### src/rtl/vending_machine_param.sv
// Single-product vending controller: accumulates 1/2/5-unit coins, vends one item, returns change serially.
// Optional refund-on-cancel feature is built only when VM_CANCEL_EN is defined.
module vending_machine_param #(
  parameter int PRICE     = 3,
  parameter int CREDIT_W  = 4,
  parameter int STOCK_W   = 4,
  parameter int STOCK_MAX = 10
) (
  input  logic                clock,
  input  logic                reset,
  input  logic                coin_1,
  input  logic                coin_2,
  input  logic                coin_5,
  input  logic                cancel,
  input  logic                restock,
  output logic                out,
  output logic                change_1,
  output logic                change_2,
  output logic                busy,
  output logic                sold_out,
  output logic [CREDIT_W-1:0] credit
);

  localparam logic [CREDIT_W-1:0] LP_PRICE     = CREDIT_W'(PRICE);
  localparam logic [STOCK_W-1:0]  LP_STOCK_MAX = STOCK_W'(STOCK_MAX);

  typedef enum logic [1:0] {
    S_COLLECT = 2'd0,
    S_VEND    = 2'd1,
    S_CHANGE  = 2'd2
  } state_t;

  state_t              r_state;
  logic [CREDIT_W-1:0] r_credit;
  logic [STOCK_W-1:0]  r_stock;
  logic                r_out;
  logic                r_chg1;
  logic                r_chg2;
  logic                r_sold_out;

  logic [3:0]          w_sum;
  logic [CREDIT_W-1:0] w_next;
  logic                w_stock_empty;
  logic                w_cancel;
  logic                w_refund;
  logic                w_vend;
  logic [CREDIT_W-1:0] w_pay_src;
  logic                w_pay2;
  logic [CREDIT_W-1:0] w_pay_rest;

  assign w_sum         = {3'b000, coin_1} + {2'b00, coin_2, 1'b0} + {1'b0, coin_5, 1'b0, coin_5};
  assign w_next        = r_credit + CREDIT_W'(w_sum);
  assign w_stock_empty = (r_stock == '0);

`ifdef VM_CANCEL_EN
  assign w_cancel = cancel && (w_next != '0);
`else
  logic w_unused_cancel;
  assign w_unused_cancel = cancel;
  assign w_cancel        = 1'b0;
`endif

  // A refund (sold out or cancel) wins over vending on the same edge.
  assign w_refund = (w_stock_empty && (w_sum != 4'd0)) || w_cancel;
  assign w_vend   = !w_refund && (w_next >= LP_PRICE);

  // Next change coin: a refund pays from the fresh total, otherwise from the held remainder.
  assign w_pay_src  = (r_state == S_COLLECT) ? w_next : r_credit;
  assign w_pay2     = (w_pay_src >= CREDIT_W'(2));
  assign w_pay_rest = w_pay2 ? (w_pay_src - CREDIT_W'(2)) : (w_pay_src - CREDIT_W'(1));

  always_ff @(posedge clock) begin
    if (reset) begin
      r_state    <= S_COLLECT;
      r_credit   <= '0;
      r_stock    <= LP_STOCK_MAX;
      r_out      <= 1'b0;
      r_chg1     <= 1'b0;
      r_chg2     <= 1'b0;
      r_sold_out <= 1'b0;
    end else begin
      r_out      <= 1'b0;
      r_chg1     <= 1'b0;
      r_chg2     <= 1'b0;
      r_sold_out <= w_stock_empty;
      case (r_state)
        S_COLLECT: begin
          if (w_refund) begin
            r_state  <= S_CHANGE;
            r_chg2   <= w_pay2;
            r_chg1   <= !w_pay2;
            r_credit <= w_pay_rest;
          end else if (w_vend) begin
            r_state  <= S_VEND;
            r_out    <= 1'b1;
            r_credit <= w_next - LP_PRICE;
          end else begin
            r_credit <= w_next;
          end
        end
        S_VEND: begin
          r_stock <= r_stock - 1'b1;
          if (r_credit != '0) begin
            r_state  <= S_CHANGE;
            r_chg2   <= w_pay2;
            r_chg1   <= !w_pay2;
            r_credit <= w_pay_rest;
          end else begin
            r_state <= S_COLLECT;
          end
        end
        S_CHANGE: begin
          if (r_credit == '0) begin
            r_state <= S_COLLECT;
          end else begin
            r_chg2   <= w_pay2;
            r_chg1   <= !w_pay2;
            r_credit <= w_pay_rest;
          end
        end
        default: begin
          r_state  <= S_COLLECT;
          r_credit <= '0;
        end
      endcase
      // Restock overrides the vend decrement on the same edge.
      if (restock) r_stock <= LP_STOCK_MAX;
    end
  end

  assign out      = r_out;
  assign change_1 = r_chg1;
  assign change_2 = r_chg2;
  assign busy     = (r_state != S_COLLECT);
  assign sold_out = r_sold_out;
  assign credit   = r_credit;

endmodule

### config.mk
export PLATFORM = sky130hd
export DESIGN_NAME = vending_machine_param
export DESIGN_NICKNAME = d
export VERILOG_FILES = /design/src/rtl/vending_machine_param.sv
export SDC_FILE = /design/constraint.sdc
export NUM_CORES = 1
export LEC_CHECK = 0
export CAP_MARGIN = 40
export CORE_MARGIN = 3
export CORE_UTILIZATION = 50
export CTS_CLUSTER_DIAMETER = 50
export DETAILED_ROUTE_END_ITERATION = 7
export GPL_TIMING_DRIVEN = 0
export PLACE_DENSITY = 0.76
export SETUP_SLACK_MARGIN = 0.2
export SYNTH_ARGS = -nofsm -noshare
export SYNTH_HDL_FRONTEND = slang
export SYNTH_SLANG_ARGS = --single-unit
### constraint.sdc
create_clock -name clock -period 4.65 [get_ports clock]
set_clock_uncertainty 0.1 [all_clocks]
set_input_delay 0.6975 -clock clock [delete_from_list [all_inputs] [get_ports clock]]
set_output_delay 0.6975 -clock clock [all_outputs]
set_load 0.02 [all_outputs]
==> flow_summary.yaml <==
clocking:
  numCtsBuffers: 3
  postCtsResizedCells: 0
  cts_tree: "done"
  cts.sinks: 14
  path_clk_slew_ns: 0.09
  cts_root_buf: "clkbuf_4"
  cts-htree-levels: 1
  holdBufCountCts: 0
  clk_latency_ns: 0.29
  post_cts_buffers: 0
  clockBufferDepth: 2
floorplanning:
  die_w_um: 52.7
  start_util_pct: 54.0
  fp.dieH_um: 52.7
  fp-row-count: 16
  die_area_mm2: 0.00278
  pin_count: 16
  core_mm2: 0.00202
critical_path:
  cp-end-kind: "flip-flop"
  worstPathArrival_ns: 3.77
  start_kind: "input port"
  path_delay_family: "adder cells"
  timing.critical_path.mode_cell: "ha_1"
  crit_type: "input port to flip-flop"
  crit_chain: "clkdlybuf4s50_1, ha_1, ha_1, inv_1, fa_1, a21o_1, inv_1, ha_1, nand3b_1, nor3b_2, mux2i_1, o22ai_1"
  worstPathRequired_ns: 4.73
  crit_path_max_incr_delay_ns: 0.53
  cp_max_fo: 5
  slowest_stage: "fa_1"
  critPathBufInv: 3
grt:
  grt_max_degree: 11
  grt_pass1_vias: 905
  grt_overflow_total: 0
  antenna_found_initial: 0
  grt_pass1_wl_um: 3820
  grtUsageTotal_pct: 18.5
drt:
  wl_per_cell_um: 12.9
  vias: 918
  wl_um: 2160
  drc: 0
  drt_iter0_markers: 7
  detail-route-antenna-nets: 0
  viasPerCell: 5.50
  drt_pass1_iterations: 2
sta:
  max_freq_mhz: 270
  setup_tns_ns: 0
  drv_slew: 0
  hold_viol_final: 0
  min_period_ns: 3.70
  max_slew_margin_pct: 64.3
  setup_viol: 0
  tightestPinTransition_ns: 0.522
  finalWorstSetupSlack_ns: 0.952
  grt_setup_unrepaired: "false"
  min_period_over_period_pct: 79.5
place:
  place_area_mm2: 0.00125
  dpl_worst_slack_ns: 0.619
  portBuffers: 13
  place_hpwl_um: 1800
  gp_congestion: 0.757
synth:
  synth.avg_cell_area_um2: 8.87
  synth_cell_types: 37
  syn_area_mm2: 0.00109
  synth_seq_area_share_pct: 25.7
  synth-seq-cells: 14
  yosysWarningCount: 0
  syn_nets: 146
  synthCells: 123
layout:
  fin_util_pct: 63.9
  drive_gt1_share_pct: 10.0
  fillCellCount: 176
  final_area_mm2: 0.00129
  area.growth.synth_to_final_pct: 18.3
  insertedDiodeCount: 0
  fin_nets: 164
power:
  peakVddDrop_mv: 0.439
  power-per-cell-area_mw_per_mm2: 671
  total_leakage_power_nw: 0.574
run:
  max-cap-violations: 0
worst_hold_path:
  hold_path.class: "flip-flop to flip-flop"
run_status:
  status: "finished, final reports clean"
## report_power, final
group | switching, mW | internal (mW) | total, mW
clock network | 0.0422 | 0.0477 | 0.0900
registers | 0.0251 | 0.151 | 0.176
logic | 0.318 | 0.282 | 0.600
total | 0.385 | 0.481 | 0.866
## sequential cells by signal, summed over array words and instances (netlist names)
name / cells
credit: 4
r_stock: 4
r_state: 2
change_1: 1
change_2: 1
out: 1
sold_out: 1
## layout by cell type, fill, tap and decap left out, types with 2 or more instances in the layout
cell type        netlist  routed
ha_1                  15      15
dfxtp_1               14      14
inv_1                 13      13
clkdlybuf4s50_1        0      13
nand2_1               11      11
nor2_1                 7       7
mux2i_1                5       5
o21ai_0                5       5
xnor2_1                4       4
nor3_1                 4       4
o22ai_1                4       4
buf_6                  3       3
xor2_1                 3       3
a21oi_1                3       3
a211oi_1               3       3
clkbuf_4               0       3
or3_1                  2       2
nand3_1                2       2
o21a_1                 2       2
mux2_2                 2       2
nor4b_1                2       2
nor3b_1                2       2
## final timing paths
path                                 start          to  slack [ns]  cells past startpoint
worst max register to register   credit[0]   credit[2]        1.92                     10
worst min register to register  r_stock[3]  r_stock[3]        0.42                      2
worst max-delay path                coin_5   credit[2]        0.95                     12
worst min-delay path            r_stock[3]  r_stock[3]        0.42                      2
## synth_stat cells
| library cell | number | area [µm²] |
|---|---|---|
| or3_1 | 2 | 12.5 |
| a211o_1 | 1 | 8.76 |
| mux2i_1 | 5 | 50.1 |
| o21a_1 | 2 | 15.0 |
| a21oi_2 | 1 | 8.76 |
| nand3b_1 | 1 | 7.51 |
| and2_4 | 1 | 8.76 |
| a21oi_1 | 3 | 15.0 |
| a211oi_1 | 3 | 22.5 |
| and3_1 | 1 | 6.26 |
| and4_2 | 1 | 10.0 |
| mux2_2 | 2 | 22.5 |
| nor4b_1 | 2 | 17.5 |
| nor4_1 | 1 | 6.26 |
| nand3_1 | 2 | 10.0 |
| or4_1 | 1 | 7.51 |
| o41ai_1 | 1 | 8.76 |
| nor3b_2 | 1 | 12.5 |
| nand2b_1 | 1 | 6.26 |
| a21o_1 | 1 | 7.51 |
| a2111oi_0 | 1 | 8.76 |
| ha_1 | 15 | 188 |
| nor2_1 | 7 | 26.3 |
| nor3b_1 | 2 | 15.0 |
| nand2_1 | 11 | 41.3 |
| xnor2_1 | 4 | 35.0 |
| clkbuf_2 | 1 | 5.00 |
| xnor3_1 | 1 | 22.5 |
| o21ai_0 | 5 | 25.0 |
| dfxtp_1 | 14 | 280 |
| fa_1 | 1 | 20.0 |
| inv_1 | 13 | 48.8 |
| buf_6 | 3 | 33.8 |
| nor3_1 | 4 | 20.0 |
| o22ai_1 | 4 | 25.0 |
| nor2b_1 | 1 | 6.26 |
| xor2_1 | 3 | 26.3 |
## tightest hold or removal path, delay by kind of cell, from the launching register on
kind / cells / cell delay (ns)
and+or+nand+nor: 1 / 0.06
xor gates and xnor gates: 1 / 0.08
DFF: 1 / 0.36
## stage by stage
stage	hold WS, ns	instances	total power [mW]
floorplan	0.365	123	0.635
global placement	0.382	163	0.755
detailed placement	0.394	163	0.783
CTS	0.417	167	0.874
global route	0.443	167	0.949
finish	0.418	167	0.866
## metal layers
layer,GRT usage [%],vias up,share of wire [%]
li1,-,465,-
met1,21.0,443,44
met2,33.3,8,52
met3,5.98,2,3.2
met4,4.26,0,0.32
met5,0,-,0
## logic make-up (layout without fill, tap and decap cells)
group,Yosys count,in the layout,share of synthesized area [%]
mux,7,7,6.65
compound gates,22,22,13.3
xor+xnor,8,8,7.68
flops,14,14,25.7
buf+inv,17,34,8.03
fa+ha+maj,16,16,19.0
simple gates,39,39,19.6
## final cells by class
type	instances	area, µm²	area share, %
Clock buffer	4	36.3	2.81
Sequential cell	14	280	21.7
Multi-Input combinational cell	92	723	56.0
Timing Repair Buffer	13	130	10.1
Inverter	13	48.8	3.78
Tap cell	27	33.8	2.62
Buffer	4	38.8	3.00
Note: power is estimated with default switching activity, not from simulation.
